**src/rtl/reward_pkg.sv**
```systemverilog
// Shared codes for the reward scheduler: game status, reward types, FSM states, grid cell.
package reward_pkg;

    localparam logic [1:0] RUNNING = 2'b10;

    typedef enum logic [1:0] {
        RW_NONE    = 2'd0,
        RW_PROTECT = 2'd1,
        RW_SLOW    = 2'd2,
        RW_GRADE   = 2'd3
    } reward_type_t;

    typedef enum logic [2:0] {
        ST_IDLE       = 3'd0,
        ST_WAIT_SPAWN = 3'd1,
        ST_REQUEST    = 3'd2,
        ST_VALIDATE   = 3'd3,
        ST_PLACED     = 3'd4
    } state_t;

    typedef struct packed {
        logic [5:0] x;
        logic [5:0] y;
    } cell_t;

endpackage

```
**src/rtl/reward_effect_timer.sv**
```systemverilog
// Per-type effect countdown: load has priority over tick; active follows remain one clk after load.
// No backpressure; clr (game not running) overrides everything.
module reward_effect_timer #(
    parameter int CNT_W        = 10,
    parameter int EFFECT_TICKS = 30
) (
    input  logic             clk,
    input  logic             rst,
    input  logic             clr,
    input  logic             load,
    input  logic             tick,
    output logic             active,
    output logic [CNT_W-1:0] remain
);

    logic [CNT_W-1:0] remain_nxt;

    always_comb begin
        remain_nxt = remain;
        if (clr)
            remain_nxt = '0;
        else if (load)
            remain_nxt = CNT_W'(EFFECT_TICKS);
        else if (tick && remain != '0)
            remain_nxt = remain - 1'b1;
    end

    always_ff @(posedge clk or posedge rst) begin
        if (rst) begin
            remain <= '0;
            active <= 1'b0;
        end else begin
            remain <= remain_nxt;
            active <= (remain_nxt != '0);
        end
    end

endmodule

```
**src/rtl/reward_scheduler.sv**
```systemverilog
// Reward spawn/validate/lifetime sequencer with protect and slow effect timers and a grade pulse.
// gen_req is held until gen_ack; effects rise 1 clk after the collecting tick.
module reward_scheduler
    import reward_pkg::*;
#(
    parameter int SPAWN_DELAY  = 20,
    parameter int LIFETIME     = 40,
    parameter int EFFECT_TICKS = 30,
    parameter int MAX_RETRY    = 4,
    parameter int CNT_W        = 10
) (
    input  logic             clk,
    input  logic             rst,
    input  logic             tick_4hz,
    input  logic [1:0]       game_status,
    input  logic [5:0]       head_x,
    input  logic [5:0]       head_y,
    input  logic [5:0]       food_x,
    input  logic [5:0]       food_y,
    output logic             gen_req,
    input  logic             gen_ack,
    input  logic [1:0]       gen_type,
    input  logic [5:0]       gen_x,
    input  logic [5:0]       gen_y,
    output logic             reward_valid,
    output logic [5:0]       reward_x,
    output logic [5:0]       reward_y,
    output logic [1:0]       reward_type,
    output logic             reward_protected,
    output logic             reward_slowly,
    output logic             grade_pulse,
    output logic [CNT_W-1:0] protect_remain,
    output logic [CNT_W-1:0] slow_remain
);

    localparam int RETRY_W = $clog2(MAX_RETRY + 1);

    state_t             state;
    logic [CNT_W-1:0]   delay_cnt;
    logic [CNT_W-1:0]   life_cnt;
    logic [RETRY_W-1:0] retry_cnt;
    logic [RETRY_W-1:0] retry_nxt;
    cell_t              cand;
    logic [1:0]         cand_type;

    logic running;
    logic head_hit;
    logic cand_bad;
    logic protect_load;
    logic slow_load;

    assign running   = (game_status == RUNNING);
    assign retry_nxt = retry_cnt + 1'b1;
    assign cand_bad  = (cand_type == RW_NONE) || (cand == {food_x, food_y}) || (cand == {head_x, head_y});

    // Collision is decided in the tick cycle so the effect timer loads on the same edge.
    assign head_hit     = tick_4hz && (state == ST_PLACED) && ({head_x, head_y} == {reward_x, reward_y});
    assign protect_load = head_hit && (reward_type == RW_PROTECT);
    assign slow_load    = head_hit && (reward_type == RW_SLOW);

    always_ff @(posedge clk or posedge rst) begin
        if (rst) begin
            state        <= ST_IDLE;
            delay_cnt    <= '0;
            life_cnt     <= '0;
            retry_cnt    <= '0;
            cand         <= '0;
            cand_type    <= '0;
            gen_req      <= 1'b0;
            reward_valid <= 1'b0;
            reward_x     <= '0;
            reward_y     <= '0;
            reward_type  <= '0;
            grade_pulse  <= 1'b0;
        end else if (!running) begin
            state        <= ST_IDLE;
            delay_cnt    <= '0;
            life_cnt     <= '0;
            retry_cnt    <= '0;
            gen_req      <= 1'b0;
            reward_valid <= 1'b0;
            grade_pulse  <= 1'b0;
        end else begin
            grade_pulse <= 1'b0;
            case (state)
                ST_IDLE: begin
                    delay_cnt <= CNT_W'(SPAWN_DELAY);
                    state     <= ST_WAIT_SPAWN;
                end
                ST_WAIT_SPAWN: begin
                    if (tick_4hz) begin
                        if (delay_cnt <= CNT_W'(1)) begin
                            delay_cnt <= '0;
                            retry_cnt <= '0;
                            gen_req   <= 1'b1;
                            state     <= ST_REQUEST;
                        end else begin
                            delay_cnt <= delay_cnt - 1'b1;
                        end
                    end
                end
                ST_REQUEST: begin
                    if (gen_ack) begin
                        cand      <= {gen_x, gen_y};
                        cand_type <= gen_type;
                        gen_req   <= 1'b0;
                        state     <= ST_VALIDATE;
                    end
                end
                ST_VALIDATE: begin
                    if (cand_bad) begin
                        retry_cnt <= retry_nxt;
                        if (retry_nxt == RETRY_W'(MAX_RETRY)) begin
                            delay_cnt <= CNT_W'(SPAWN_DELAY);
                            state     <= ST_WAIT_SPAWN;
                        end else begin
                            gen_req <= 1'b1;
                            state   <= ST_REQUEST;
                        end
                    end else begin
                        reward_valid <= 1'b1;
                        reward_x     <= cand.x;
                        reward_y     <= cand.y;
                        reward_type  <= cand_type;
                        life_cnt     <= CNT_W'(LIFETIME);
                        state        <= ST_PLACED;
                    end
                end
                ST_PLACED: begin
                    if (head_hit) begin
                        reward_valid <= 1'b0;
                        grade_pulse  <= (reward_type == RW_GRADE);
                        delay_cnt    <= CNT_W'(SPAWN_DELAY);
                        state        <= ST_WAIT_SPAWN;
                    end else if (tick_4hz) begin
                        if (life_cnt <= CNT_W'(1)) begin
                            life_cnt     <= '0;
                            reward_valid <= 1'b0;
                            delay_cnt    <= CNT_W'(SPAWN_DELAY);
                            state        <= ST_WAIT_SPAWN;
                        end else begin
                            life_cnt <= life_cnt - 1'b1;
                        end
                    end
                end
                default: state <= ST_IDLE;
            endcase
        end
    end

    reward_effect_timer #(.CNT_W(CNT_W), .EFFECT_TICKS(EFFECT_TICKS)) u_protect_timer (
        .clk    (clk),
        .rst    (rst),
        .clr    (!running),
        .load   (protect_load),
        .tick   (tick_4hz),
        .active (reward_protected),
        .remain (protect_remain)
    );

    reward_effect_timer #(.CNT_W(CNT_W), .EFFECT_TICKS(EFFECT_TICKS)) u_slow_timer (
        .clk    (clk),
        .rst    (rst),
        .clr    (!running),
        .load   (slow_load),
        .tick   (tick_4hz),
        .active (reward_slowly),
        .remain (slow_remain)
    );

endmodule

```
**config.mk**
```make
export PLATFORM = sky130hd
export DESIGN_NAME = reward_scheduler
export DESIGN_NICKNAME = d
export VERILOG_FILES = /design/src/rtl/reward_pkg.sv /design/src/rtl/reward_effect_timer.sv /design/src/rtl/reward_scheduler.sv
export SDC_FILE = /design/constraint.sdc
export NUM_CORES = 1
export LEC_CHECK = 0
export ABC_AREA = 1
export CAP_MARGIN = 20
export CORE_AREA = 2 2 81 140
export CTS_CLUSTER_DIAMETER = 100
export DETAILED_ROUTE_END_ITERATION = 8
export DIE_AREA = 0 0 83 142
export PLACE_DENSITY = 0.83
export SETUP_SLACK_MARGIN = 0.1
export SLEW_MARGIN = 20
export SYNTH_ARGS = -nofsm -noshare
export SYNTH_HDL_FRONTEND = slang
export SYNTH_SLANG_ARGS = --single-unit
```
**constraint.sdc**
```tcl
create_clock -name clk -period 2.4 [get_ports clk]
set_input_delay 0.48 -clock clk [delete_from_list [all_inputs] [get_ports clk]]
set_output_delay 0.48 -clock clk [all_outputs]
set_load 0.01 [all_outputs]
```
### After elaboration in Yosys (flattened, before gate mapping)

Cells that the tools add are included.

| word-level totals | value |
|---|---|
| flip-flop bits (word level) | 79 |
| latch bits | 0 |
| bits in writable memories | 0 |
| ROM bits | 0 |
| input bits | 44 |
| logic and storage cells | 126 |
| memories | 0 |

| operators by class | value |
|---|---|
| add/subtract/negate cells | 5 |
| multiply operators | 0 |
| div/mod/pow operators | 0 |
| magnitude comparators | 2 |
| eq/ne operators | 27 |
| shift operators | 0 |
| multiplexer cells | 52 |
| bitwise operators | 1 |
| reduce and logical (&&, ||, !) cells | 22 |

Operators with widths:

| kind | number |
|---|---|
| 10-bit two-way mux | 19 |
| 10-bit case mux with 4 select lines | 1 |
| 10-bit nonzero test | 4 |
| 10-bit by 1-bit subtractor with 10-bit output (second input constant) | 4 |
| 12-bit == test | 3 |
| 3-bit two-way mux | 12 |
| 3-bit inequality test (second input constant) | 9 |
| 10-bit by 1-bit <= comparator with 1-bit output (second input constant) | 2 |
| 10-bit case mux with 2 select lines | 1 |
| 3-bit case mux with 5 select lines | 1 |
| 1-bit two-way mux | 14 |
| 4-bit AND reduction | 3 |
| 6-bit AND reduction | 2 |
| 2-bit == test (second input constant) | 3 |
| 3-bit by 2-bit == test with 1-bit output (second input constant) | 2 |
| 3-bit == test (second input constant) | 2 |
| 1-bit logical AND | 6 |
| 3-bit by 1-bit inequality test with 1-bit output (second input constant) | 2 |
| 3-bit case mux with 2 select lines | 1 |
| 3-bit AND reduction | 2 |
| 5-bit by 1-bit inequality test with 1-bit output (second input constant) | 1 |
| 5-bit AND reduction | 1 |
| 4-bit by 1-bit inequality test with 1-bit output (second input constant) | 1 |
| 4-bit by 3-bit inequality test with 1-bit output (second input constant) | 1 |
| 11 further kinds | 12 |

### Depth between registers and ports, before layout

Gate-level depths: netlist of run 1.

| logic depth | value |
|---|---|
| word-level depth | 7 |
| mapped depth | 14 |

### Cells and area by module

From an unflattened synthesis of run 1, not the netlist that was laid out.

| unflattened totals | value |
|---|---|
| cell total of the unflattened synthesis | 807 |
| area, all modules | 5,597.9 sq um |

Modules (own cells, without submodules):

| module | instances | cells each | area an instance (sq um) |
|---|---|---|---|
| reward_scheduler | 1 | 549 | 3,811.2 |
| reward_effect_timer | 2 | 129 | 893.4 |

### Least setup slack after synthesis of run 1

No wires, ideal clock.

| path | value |
|---|---|
| path type | register to register |
| start | register u_protect_timer.remain[0] |
| end | register u_protect_timer.active |
| library setup time | 0.125 ns |
| arrival | 1.755 ns |
| slack | 0.519 ns |
| stages on the path, launching flop included | 15 |
| path buffers | 0 |
| cell sequence | dfrtp_1 clkinv_1 ha_1 nand2_1 nor2_1 nand2_1 nand2_2 inv_1 nand2_1 nand2_1 nand2_1 nand2_1 nand2_1 nor2_1 nand3_1 |

| on the way | value |
|---|---|
| word-level cells in the longest chain between the ends | 6 |
| elaborated cells between the ends (all ways) | 7 |
| classes of those cells | add/sub: 1; mux: 3; reduce/logical: 3 |

RTL lines:

| item | RTL line | text |
|---|---|---|
| start: declaration | reward_effect_timer.sv:13 | `output logic [CNT_W-1:0] remain` |
| start signal: assignment | reward_effect_timer.sv:33 | `remain <= remain_nxt;` |
| parallel branches: the longest is 2 deep, another holds 10-bit by 1-bit subtractor with 10-bit output | n/a |  |
| 10-bit two-way mux * | reward_effect_timer.sv:24 | `else if (tick && remain != '0)` |
| 10-bit two-way mux * | reward_effect_timer.sv:22 | `else if (load)` |
| 10-bit two-way mux * | reward_effect_timer.sv:20 | `if (clr)` |
| 10-bit nonzero test * | reward_effect_timer.sv:34 | `active <= (remain_nxt != '0);` |
| end signal: assignment | reward_effect_timer.sv:34 |  |
| end: declaration | reward_effect_timer.sv:12 | `output logic active,` |

Every way passes the cells marked *.
A chain may end at the register's enable or synchronous reset.

### Final worst setup path of run 1

| path | value |
|---|---|
| start | input port head_x[5] |
| end | register delay_cnt[9] |

| on the way | value |
|---|---|
| word-level cells in the longest chain between the ends | 5 |
| elaborated cells between the ends (all ways) | 11 |
| classes of those cells | eq/ne: 5; mux: 3; reduce/logical: 3 |

RTL lines:

| item | RTL line | text |
|---|---|---|
| start: declaration | reward_scheduler.sv:16 | `input logic [5:0] head_x,` |
| 12-bit == test | reward_scheduler.sv:57 | `assign head_hit = tick_4hz && (state == ST_PLACED) && ({head_x, head_y} == {reward_x, reward_y});` |
| 1-bit logical AND | reward_scheduler.sv:57 |  |
| 10-bit two-way mux | reward_scheduler.sv:130 | `if (head_hit) begin` |
| 10-bit case mux with 4 select lines | reward_scheduler.sv:85 | `case (state)` |
| 10-bit two-way mux | reward_scheduler.sv:75 | `end else if (!running) begin` |
| end signal: assignment | reward_scheduler.sv:87 | `delay_cnt <= CNT_W'(SPAWN_DELAY);` |
| end signal: assignment | reward_scheduler.sv:133 | `delay_cnt <= CNT_W'(SPAWN_DELAY);` |
| end signal: assignment | reward_scheduler.sv:139 | `delay_cnt <= CNT_W'(SPAWN_DELAY);` |
| end: declaration | reward_scheduler.sv:39 | `logic [CNT_W-1:0] delay_cnt;` |

Several ways; a longest one is shown, not always the timed one.

==> results of run 1 <==
[final timing paths]
check                             start      endpoint  slack [ps]  cells past startpoint
max in group asynchronous           rst   reward_x[1]        1490                      3
min in group clk           reward_valid  reward_valid         500                      2
max reg2reg                 life_cnt[0]  delay_cnt[9]         340                     13
min                                 rst   reward_x[5]         420                      2
max                           head_x[5]  delay_cnt[9]         330                     15
min reg2reg                reward_valid  reward_valid         500                      2
[power groups by stage]
| stage | Combinational (uW) | Sequential, uW | Clock, uW |
|---|---|---|---|
| global placement | 3000 | 1920 | 0 |
| global route | 3520 | 1960 | 1650 |
| detailed placement | 3050 | 1920 | 0 |
| CTS | 3090 | 1910 | 1600 |
| floorplan | 2070 | 1940 | 0 |
| finish | 3100 | 1910 | 1590 |
[sequential cells by signal (all words and copies together), names as in the netlist]
name / count
grade_pulse: 1
reward_y: 6
state: 3
u_protect_timer.active: 1
u_slow_timer.active: 1
delay_cnt: 10
reward_x: 6
u_protect_timer.remain: 10
reward_valid: 1
retry_cnt: 3
gen_req: 1
u_slow_timer.remain: 10
reward_type: 2
life_cnt: 10
cand: 12
cand_type: 2
[cell families after synthesis]
family          after synthesis
compound gates               55
buf+inv                     123
fa+ha+maj                     8
flops                        79
simple gates                450
xor+xnor                     32
[placed cells by master, fill, tap and decap left out, types with 8 or more instances in the layout]
cell type,instances
nand2_1,268
nand3_1,52
buf_4,13
clkdlybuf4s50_1,82
dfrtp_1,78
xor2_1,15
clkbuf_16,9
nand2_2,8
nor2_1,67
o21ai_0,40
inv_1,106
xnor2_1,17
nand4_1,20
[layout make-up]
cell class	instances	area, um2
flip-flops and latches	79	1978
clock inverters	5	103.9
repair buffers	98	978.4
fillers	922	4164
clock buffers	11	232.7
inverters	109	412.9
multi-input cells	545	2665
well taps	130	162.7
[cells in the mapped netlist (6+ instances only)]
cell      instances  area (um2)
xnor2_1          17       148.9
o21ai_2           6       52.55
nand2_1         270        1013
inv_1           107       401.6
ha_1              8       100.1
nor4_1            6       37.54
nor2_1           68       255.2
dfrtp_1          79        1977
o21ai_0          40       200.2
clkbuf_1          7       26.28
nor3_1            7       35.03
nand2_2           6       37.54
xor2_1           15       131.4
nand4_1          20       125.1
nand3_1          52       260.3
[critical path, stage by stage]
cell and delay (ps):
clkdlybuf4s50_1 500, inv_1 60, nand2_1 50, nand2_1 50, nor2_1 180, nand2_2 90
nor2_4 180, nand2_2 70, nand2_1 80, nand2_2 70, nor2_4 100, nand2_4 140
inv_1 150, nand2_1 70, nand2_1 60
[metal layers]
metal	track usage, %	routed length [um]	vias up
met2	45.93	7438	142
met4	12.08	463	0
met3	2.726	436	37
li1	-	-	2524
met1	24.43	5011	2316
met5	0	0	-
[per-stage QoR]
step                hold WS [ps]  utilization [%]  cell area, um2  instances  power [uW]
floorplan                  464.5                -            5104        747        4006
global placement           485.4            57.75            6178        961        4913
detailed placement         486.2            57.75            6178        961        4977
CTS                        417.3            60.90            6515        977        6598
global route               444.9            61.08            6534        977        7132
finish                     417.3            61.08            6534        977        6603
[timing repair]
| item | 4_1_cts | 5_1_grt |
|---|---|---|
| endpoints found under the setup margin | 0 | 4 |
| gates resized for setup | 0 | 6 |
| hold endpoints to repair | 0 | 0 |
| setup buffers | 0 | 0 |
| hold buffers | 0 | 0 |
==> flow_metrics.py, run 1 <==
metrics = {
    "timing": {
        "finalCritPeriodShare_pct": 86.42,
        "finalMaxSlewViolations": 0,
        "fin_crit_ps": 2074,
        "finClkSkew_ps": 10.04,
        "hold_viol": 0,
        "setup_viol": 0,
        "finalWorstSetupSlack_ps": 325.9,
        "setup_tns_ps": 0,
        "grt_setup_unrepaired": "false",
        "worstMarginPinSlew_ps": 457.6,
        "slew_headroom_pct": 69.29,
        "clock.fmax_ghz": 0.4821,
    },
    "floorplanning": {
        "boundaryPins": 83,
        "die_w_um": 83,
        "placementRows": 50,
        "coreArea_mm2": 0.01070,
        "start_util_pct": 47.67,
        "dieArea_mm2": 0.01179,
        "die_height_um": 142,
    },
    "placement": {
        "io_buffers": 82,
        "dp_slack_ps": -12.33,
        "globalplace.congestion": 0.9245,
        "dp_hpwl_um": 10020,
    },
    "synth": {
        "synth_compound_area_share_pct": 6.084,
        "ys_seq_area_share_pct": 38.76,
        "avgSynthCellArea_um2": 6.827,
        "mappedNetlistArea_mm2": 0.005100,
        "synth_cell_type_count": 35,
        "syn_nets": 799,
        "synthAdderAreaFrac_pct": 1.963,
        "synthCells": 747,
        "synthXorXnorAreaFrac_pct": 5.496,
        "synth_top_family_by_area": "simple AND/OR/NAND/NOR gates",
        "synth-seq-cells": 79,
        "synthSimpleGateAreaFrac_pct": 38.37,
        "synth-edff-count": 0,
        "synthMuxAreaShare_pct": 0,
        "ys.flop_type": "dfrtp_1",
        "async_flop_share_pct": 100.0,
        "ys_warn_count": 0,
    },
    "routing": {
        "ant_nets": 0,
        "vias": 5019,
        "drt_iter0_markers": 288,
        "drc": 0,
        "wire_per_inst_um": 13.66,
        "drt_wl_total_um": 13350,
        "routed_via_density": 5.137,
        "dr.pass1.iters": 5,
    },
    "pwr": {
        "switching_share_pct": 40.52,
        "peakVddDrop_v": 0.0007983,
        "internal-power_uw": 3927,
        "leakagePower_uw": 0.003413,
        "p_switching_uw": 2675,
        "p_seq_share_pct": 28.9,
        "cellPowerDensity_mw_per_mm2": 1011,
        "p_clk_share_pct": 24.1,
        "power.share.combinational_pct": 46.9,
    },
    "worst_setup_path": {
        "cp_max_fo": 17,
        "cp-end-kind": "flip-flop",
        "cp.arrival_ps": 2350,
        "startpoint_type": "input port",
        "crit_type": "input port to flip-flop",
        "critPathRequiredTime_ps": 2680,
    },
    "status": {
        "status": "finished clean",
    },
    "clock_tree": {
        "clk_pin_slew_ps": 60,
        "cts_made_buffers": 9,
        "cts-root-buf": "clkbuf_16",
        "htreeDepth": 3,
        "cts_tree": "built",
        "cts.sinks": 79,
        "worstSkewPairLatency_ps": 340,
        "clock_path_buffers": 2,
    },
    "cells_and_area": {
        "drive_gt1_share_pct": 7.792,
        "diodes": 0,
        "areaGrowthSynthToFinish_pct": 28.12,
        "final_nets": 894,
    },
    "global_routing": {
        "grt_pass1_wl_um": 22590,
        "grt_pass1_vias": 5024,
        "antenna_found_initial": 0,
        "grt_max_degree": 31,
        "track_usage_pct": 23.60,
        "grt_remaining_overflow": 0,
    },
    "job": {
        "max_cap_violations": 0,
    },
    "hold_path": {
        "hold_class": "input port to asynchronous set/reset pin",
    },
}
Power figures use the tool's default switching activity.
==> run 2: changes to the inputs <==
--- a/config.mk
+++ b/config.mk
@@ -11,6 +11,7 @@
 export CTS_CLUSTER_DIAMETER = 100
 export DETAILED_ROUTE_END_ITERATION = 8
 export DIE_AREA = 0 0 83 142
+export MAX_ROUTING_LAYER = met4
 export PLACE_DENSITY = 0.83
 export SETUP_SLACK_MARGIN = 0.1
 export SLEW_MARGIN = 20
==> flow_metrics.py, run 2 (synthesis results as in run 1) <==
metrics = {
    "timing": {
        "setup_tns_ps": 0,
        "finalWorstSetupSlack_ps": 324.2,
        "fin_crit_ps": 2076,
        "setup_viol": 0,
        "slew_headroom_pct": 70.34,
        "finClkSkew_ps": 8.381,
        "finalCritPeriodShare_pct": 86.49,
        "hold_ws_ps": 485.3,
        "finalMaxSlewViolations": 0,
        "clock.fmax_ghz": 0.4817,
        "hold_viol": 0,
        "grt_setup_unrepaired": "false",
        "worstMarginPinSlew_ps": 442.0,
    },
    "cells_and_area": {
        "final_common_cell": "nand2_1",
        "mostFrequentLayoutCells": "269 x nand2_1, 106 x inv_1, 82 x clkdlybuf4s50_1, 79 x dfrtp_1, 67 x nor2_1",
        "drive_gt1_share_pct": 7.337,
        "areaGrowthSynthToFinish_pct": 27.28,
        "top_register": "cand",
        "diodes": 0,
        "final_nets": 892,
        "layout.cells.non_filler": 975,
        "largest_register_ffs": 12,
    },
    "worst_setup_path": {
        "rrSetupSlack_ps": 360,
        "reg2regPathDepth": 13,
        "cp_slowest_stage_delay_ps": 510,
        "crit_family": "simple AND/OR/NAND/NOR gates",
        "cp-end-kind": "flip-flop",
        "critPathRequiredTime_ps": 2670,
        "startpoint_type": "input port",
        "worst-path-buf-inv": 4,
        "r2r-end": "u_protect_timer.active",
        "crit_type": "input port to flip-flop",
        "cp.arrival_ps": 2350,
        "crit_chain": "clkdlybuf4s50_1 -> inv_1 -> nand2_1 -> nand2_1 -> nor2_1 -> nand2_1 -> nor2_1 -> buf_4 -> nand2_2 -> nand2_1 -> nand2_2 -> nor2_4 -> nand2_4 -> inv_1 -> nand2_1 -> nand2_1",
        "cpMaxStageDelayCell": "clkdlybuf4s50_1",
        "path_common_cell": "nand2_1",
        "cp_max_fo": 17,
        "r2r-start": "u_protect_timer.remain[1]",
    },
    "global_routing": {
        "grt_remaining_overflow": 0,
        "grt_pass1_vias": 4920,
        "grt_pass1_wl_um": 21440,
        "antenna_found_initial": 0,
        "grt_max_degree": 80,
        "track_usage_pct": 22.84,
    },
    "routing": {
        "wire_per_inst_um": 12.68,
        "routed_via_density": 5.096,
        "drt_iter0_markers": 359,
        "drt_wl_total_um": 12370,
        "ant_nets": 0,
        "drc": 0,
        "dr.pass1.iters": 4,
        "vias": 4969,
    },
    "placement": {
        "dp_cells": 959,
        "io_buffers": 82,
        "globalplace.congestion": 0.9142,
        "dp_hpwl_um": 9396,
        "dp_slack_ps": 1.283,
    },
    "floorplanning": {
        "coreArea_mm2": 0.01070,
        "start_util_pct": 47.67,
        "boundaryPins": 83,
        "die_height_um": 142,
        "die_w_um": 83,
        "dieArea_mm2": 0.01179,
        "placementRows": 50,
    },
    "pwr": {
        "peakVddDrop_v": 0.0008049,
        "cellPowerDensity_mw_per_mm2": 985.6,
        "leakagePower_uw": 0.003388,
        "finalPower_uw": 6398,
    },
    "clock_tree": {
        "cts-root-buf": "clkbuf_16",
        "cts_tree": "built",
        "clk_pin_slew_ps": 60,
        "htreeDepth": 3,
        "cts_made_buffers": 9,
        "cts_setup_buffers": 0,
        "clock_path_buffers": 2,
        "worstSkewPairLatency_ps": 340,
        "cts.sinks": 79,
    },
    "hold_path": {
        "holdPathStages": 2,
        "whs_endpoint": "reward_valid",
        "hold_class": "flip-flop to flip-flop",
        "hp-start": "reward_valid",
    },
    "job": {
        "max_cap_violations": 0,
    },
    "status": {
        "status": "finished clean",
    },
}
==> run 2: how the worst max path moves through the flow <==
stage	endpoint	cells past startpoint	from	slack, ps
4_1_cts	u_slow_timer.active	13	u_slow_timer.remain[0]	230
3_5_place_dp	u_slow_timer.active	14	head_x[5]	1
3_3_place_gp	u_slow_timer.active	14	head_x[5]	10
6_report	delay_cnt[9]	16	head_x[1]	320
2_1_floorplan	u_protect_timer.active	14	u_protect_timer.remain[0]	520
5_1_grt	u_slow_timer.active	13	u_slow_timer.remain[0]	110
==> run 2: through the flow <==
stage	utilization (%)	cell area, um2
floorplan	-	5104
global placement	57.61	6163
detailed placement	57.61	6163
CTS	60.51	6474
global route	60.68	6491
finish	60.68	6491
==> run 2: worst min-delay path: cells and delay by family (launching register included) <==
| family | cells | cell delay, ps |
|---|---|---|
| DFF | 1 | 350 |
| and+or+nand+nor | 2 | 100 |
==> run 2: final cells by class <==
class,count,area (um2)
inverter,109,412.9
clock inverter,4,53.80
multi-input combinational,545,2665
clock buffer,12,256.5
timing repair buffer,96,963.4
tap,130,162.7
fill,943,4207
sequential,79,1977
==> run 2: routing by layer <==
metal | up-vias | routed length, um | GRT usage (%)
met5 | - | 0 | -
met4 | 0 | 432 | 10.87
met3 | 31 | 322 | 3.190
met2 | 116 | 6904 | 43.25
met1 | 2312 | 4707 | 22.71
li1 | 2510 | - | -
==> run 2: power by group <==
group,switching [uW],total (uW),internal (uW)
sequential,283,1900,1620
clock,526,1390,864
combinational,1810,3110,1300
==> run 2: timing repair <==
action | CTS | global route
resized for setup | 0 | 4
hold endpoints to repair | 0 | 0
endpoints found under the setup margin | 0 | 1
hold buffers | 0 | 0
==> run 3: changes to the inputs <==
--- a/config.mk
+++ b/config.mk
@@ -14,6 +14,7 @@
 export MAX_ROUTING_LAYER = met4
 export PLACE_DENSITY = 0.83
 export SETUP_SLACK_MARGIN = 0.1
+export SKIP_CTS_REPAIR_TIMING = 1
 export SLEW_MARGIN = 20
 export SYNTH_ARGS = -nofsm -noshare
 export SYNTH_HDL_FRONTEND = slang
==> constraint.sdc (replaced) <==
create_clock -name clk -period 1.7 [get_ports clk]
set_input_delay 0.34 -clock clk [delete_from_list [all_inputs] [get_ports clk]]
set_output_delay 0.34 -clock clk [all_outputs]
set_load 0.01 [all_outputs]
==> flow_metrics.py, run 3 (synthesis results as in run 1) <==
metrics = {
    "status": {
        "status": "finished, violations left",
        "violations": "setup timing",
    },
    "clock_tree": {
        "cts_tree": "built",
        "htreeDepth": 3,
        "cts_made_buffers": 9,
        "clock_path_buffers": 2,
        "cts-root-buf": "clkbuf_16",
        "clk_pin_slew_ps": 60,
        "worstSkewPairLatency_ps": 350,
        "cts.sinks": 79,
    },
    "cells_and_area": {
        "final_area_mm2": 0.008114,
        "diodes": 0,
        "drive_gt1_share_pct": 30.39,
        "areaGrowthSynthToFinish_pct": 59.10,
        "final_nets": 1010,
        "largest_register_ffs": 12,
        "mostFrequentLayoutCells": "230 x nand2_1, 105 x buf_4, 85 x inv_1, 75 x dfrtp_1, 55 x dlymetal6s2s_1",
        "final_common_cell": "nand2_1",
        "top_register": "cand",
        "fin_util_pct": 75.85,
    },
    "pwr": {
        "cellPowerDensity_mw_per_mm2": 1473,
        "peakVddDrop_v": 0.001792,
        "leakagePower_uw": 0.004912,
    },
    "global_routing": {
        "grtUsageMet2_pct": 47.67,
        "met3_usage_pct": 3.074,
        "track_usage_pct": 25.51,
        "grtUsageMet1_pct": 25.72,
        "antenna_found_initial": 0,
        "top_usage_layer": "met2",
        "grt_max_degree": 80,
        "grt_pass1_wl_um": 23960,
        "grt_remaining_overflow": 0,
        "grt_pass1_vias": 5523,
    },
    "placement": {
        "dp_slack_ps": -637.9,
        "dp_hpwl_um": 10500,
        "globalplace.congestion": 0.9436,
        "placed_cell_area_mm2": 0.006863,
        "io_buffers": 82,
    },
    "hold_path": {
        "hold_class": "input port to asynchronous set/reset pin",
    },
    "timing": {
        "fin_crit_ps": 2072,
        "setup_viol": 62,
        "finalWorstSetupSlack_ps": -371.9,
        "hold_viol": 0,
        "finalMaxSlewViolations": 0,
        "worstMarginPinSlew_ps": 549.9,
        "slew_headroom_pct": 63.21,
        "clock.fmax_ghz": 0.4827,
        "finClkSkew_ps": 5.980,
        "finalCritPeriodShare_pct": 121.9,
        "grt_setup_unrepaired": "true",
    },
    "routing": {
        "drt_wl_total_um": 19970,
        "wire_per_inst_um": 18.30,
        "routed_via_density": 5.753,
        "dr.pass1.iters": 7,
        "ant_nets": 0,
        "vias": 6276,
        "drt_iter0_markers": 637,
        "drc": 0,
    },
    "worst_setup_path": {
        "cp.arrival_ps": 2350,
        "cp-end-kind": "flip-flop",
        "startpoint_type": "flip-flop",
        "cp_max_fo": 4,
        "crit_type": "flip-flop to flip-flop",
        "critPathRequiredTime_ps": 1980,
    },
    "floorplanning": {
        "die_w_um": 83,
        "coreArea_mm2": 0.01070,
        "dieArea_mm2": 0.01179,
        "die_height_um": 142,
        "placementRows": 50,
        "boundaryPins": 83,
        "start_util_pct": 47.67,
    },
    "job": {
        "max_cap_violations": 0,
    },
}
==> run 3: cell types whose count changed in the layout (fill, tap and decap cells not counted), moves of 11 or more <==
| cell | previous run | this run |
|---|---|---|
| nor2_2 | 2 | 15 |
| nand2_1 | 269 | 230 |
| nand2_2 | 7 | 35 |
| nor2_1 | 67 | 47 |
| buf_4 | 11 | 105 |
| inv_1 | 106 | 85 |
| clkdlybuf4s50_1 | 82 | 27 |
| nand2_4 | 2 | 13 |
| dlymetal6s2s_1 | 0 | 55 |
| buf_6 | 0 | 19 |
| inv_2 | 1 | 19 |
==> run 3: final timing paths <==
kind | slack [ps] | end | cells past startpoint | startpoint
worst max-delay path | -370 | delay_cnt[2] | 14 | reward_y[1]
worst min-delay path | 450 | u_slow_timer.remain[7] | 3 | rst
worst max register to register | -370 | delay_cnt[2] | 14 | reward_y[1]
worst min register to register | 510 | reward_valid | 2 | reward_valid
max in group asynchronous | 860 | state[2] | 3 | rst
min in group clk | 510 | reward_valid | 2 | reward_valid
==> run 3: metrics by stage <==
| step | setup TNS (ps) | cells | hold WS [ps] | total power (uW) |
|---|---|---|---|---|
| final | -9546 | 1091 | 452.8 | 11950 |
| after global routing | -14450 | 1091 | 508.5 | 12610 |
| after CTS | -8398 | 1061 | 489.3 | 10140 |
| after detailed placement | -32320 | 1047 | 497.6 | 8162 |
| after global placement | -28380 | 1047 | 486.3 | 8014 |
| after floorplan | -33.51 | 747 | 461.0 | 5777 |
==> run 3: final cells by class <==
type                       instances  area (um2)
timing repair buffer             213        2106
sequential                        79        1982
clock buffer                      13       260.3
multi-input combinational        546        3147
inverter                         109       426.7
clock inverter                     1       30.03
fill                             610        2584
tap                              130       162.7
==> run 3: layer usage <==
| metal | vias up | routed length [um] | part of all wire (%) |
|---|---|---|---|
| li1 | 2752 | - | - |
| met1 | 2939 | 6803 | 34 |
| met2 | 430 | 10340 | 52 |
| met3 | 155 | 1349 | 6.8 |
| met4 | 0 | 1474 | 7.4 |
| met5 | - | 0 | 0 |
==> run 3: critical path: stages, from the launching register on <==
cell     delay, ps
dfrtp_1        400
nand2_1         80
nand2_1         90
nor2_1         190
nand2_1        100
nor2_2         170
buf_6          160
nand2_2         70
nand2_2         90
nand2_4         70
nor2_4         120
nand2_4         80
inv_1          190
nand2_1         90
nand2_1         90
==> run 3: report_power, final <==
| part | internal (uW) | switching (uW) |
|---|---|---|
| registers | 2280 | 384 |
| logic | 3280 | 4030 |
| clock network | 1200 | 773 |
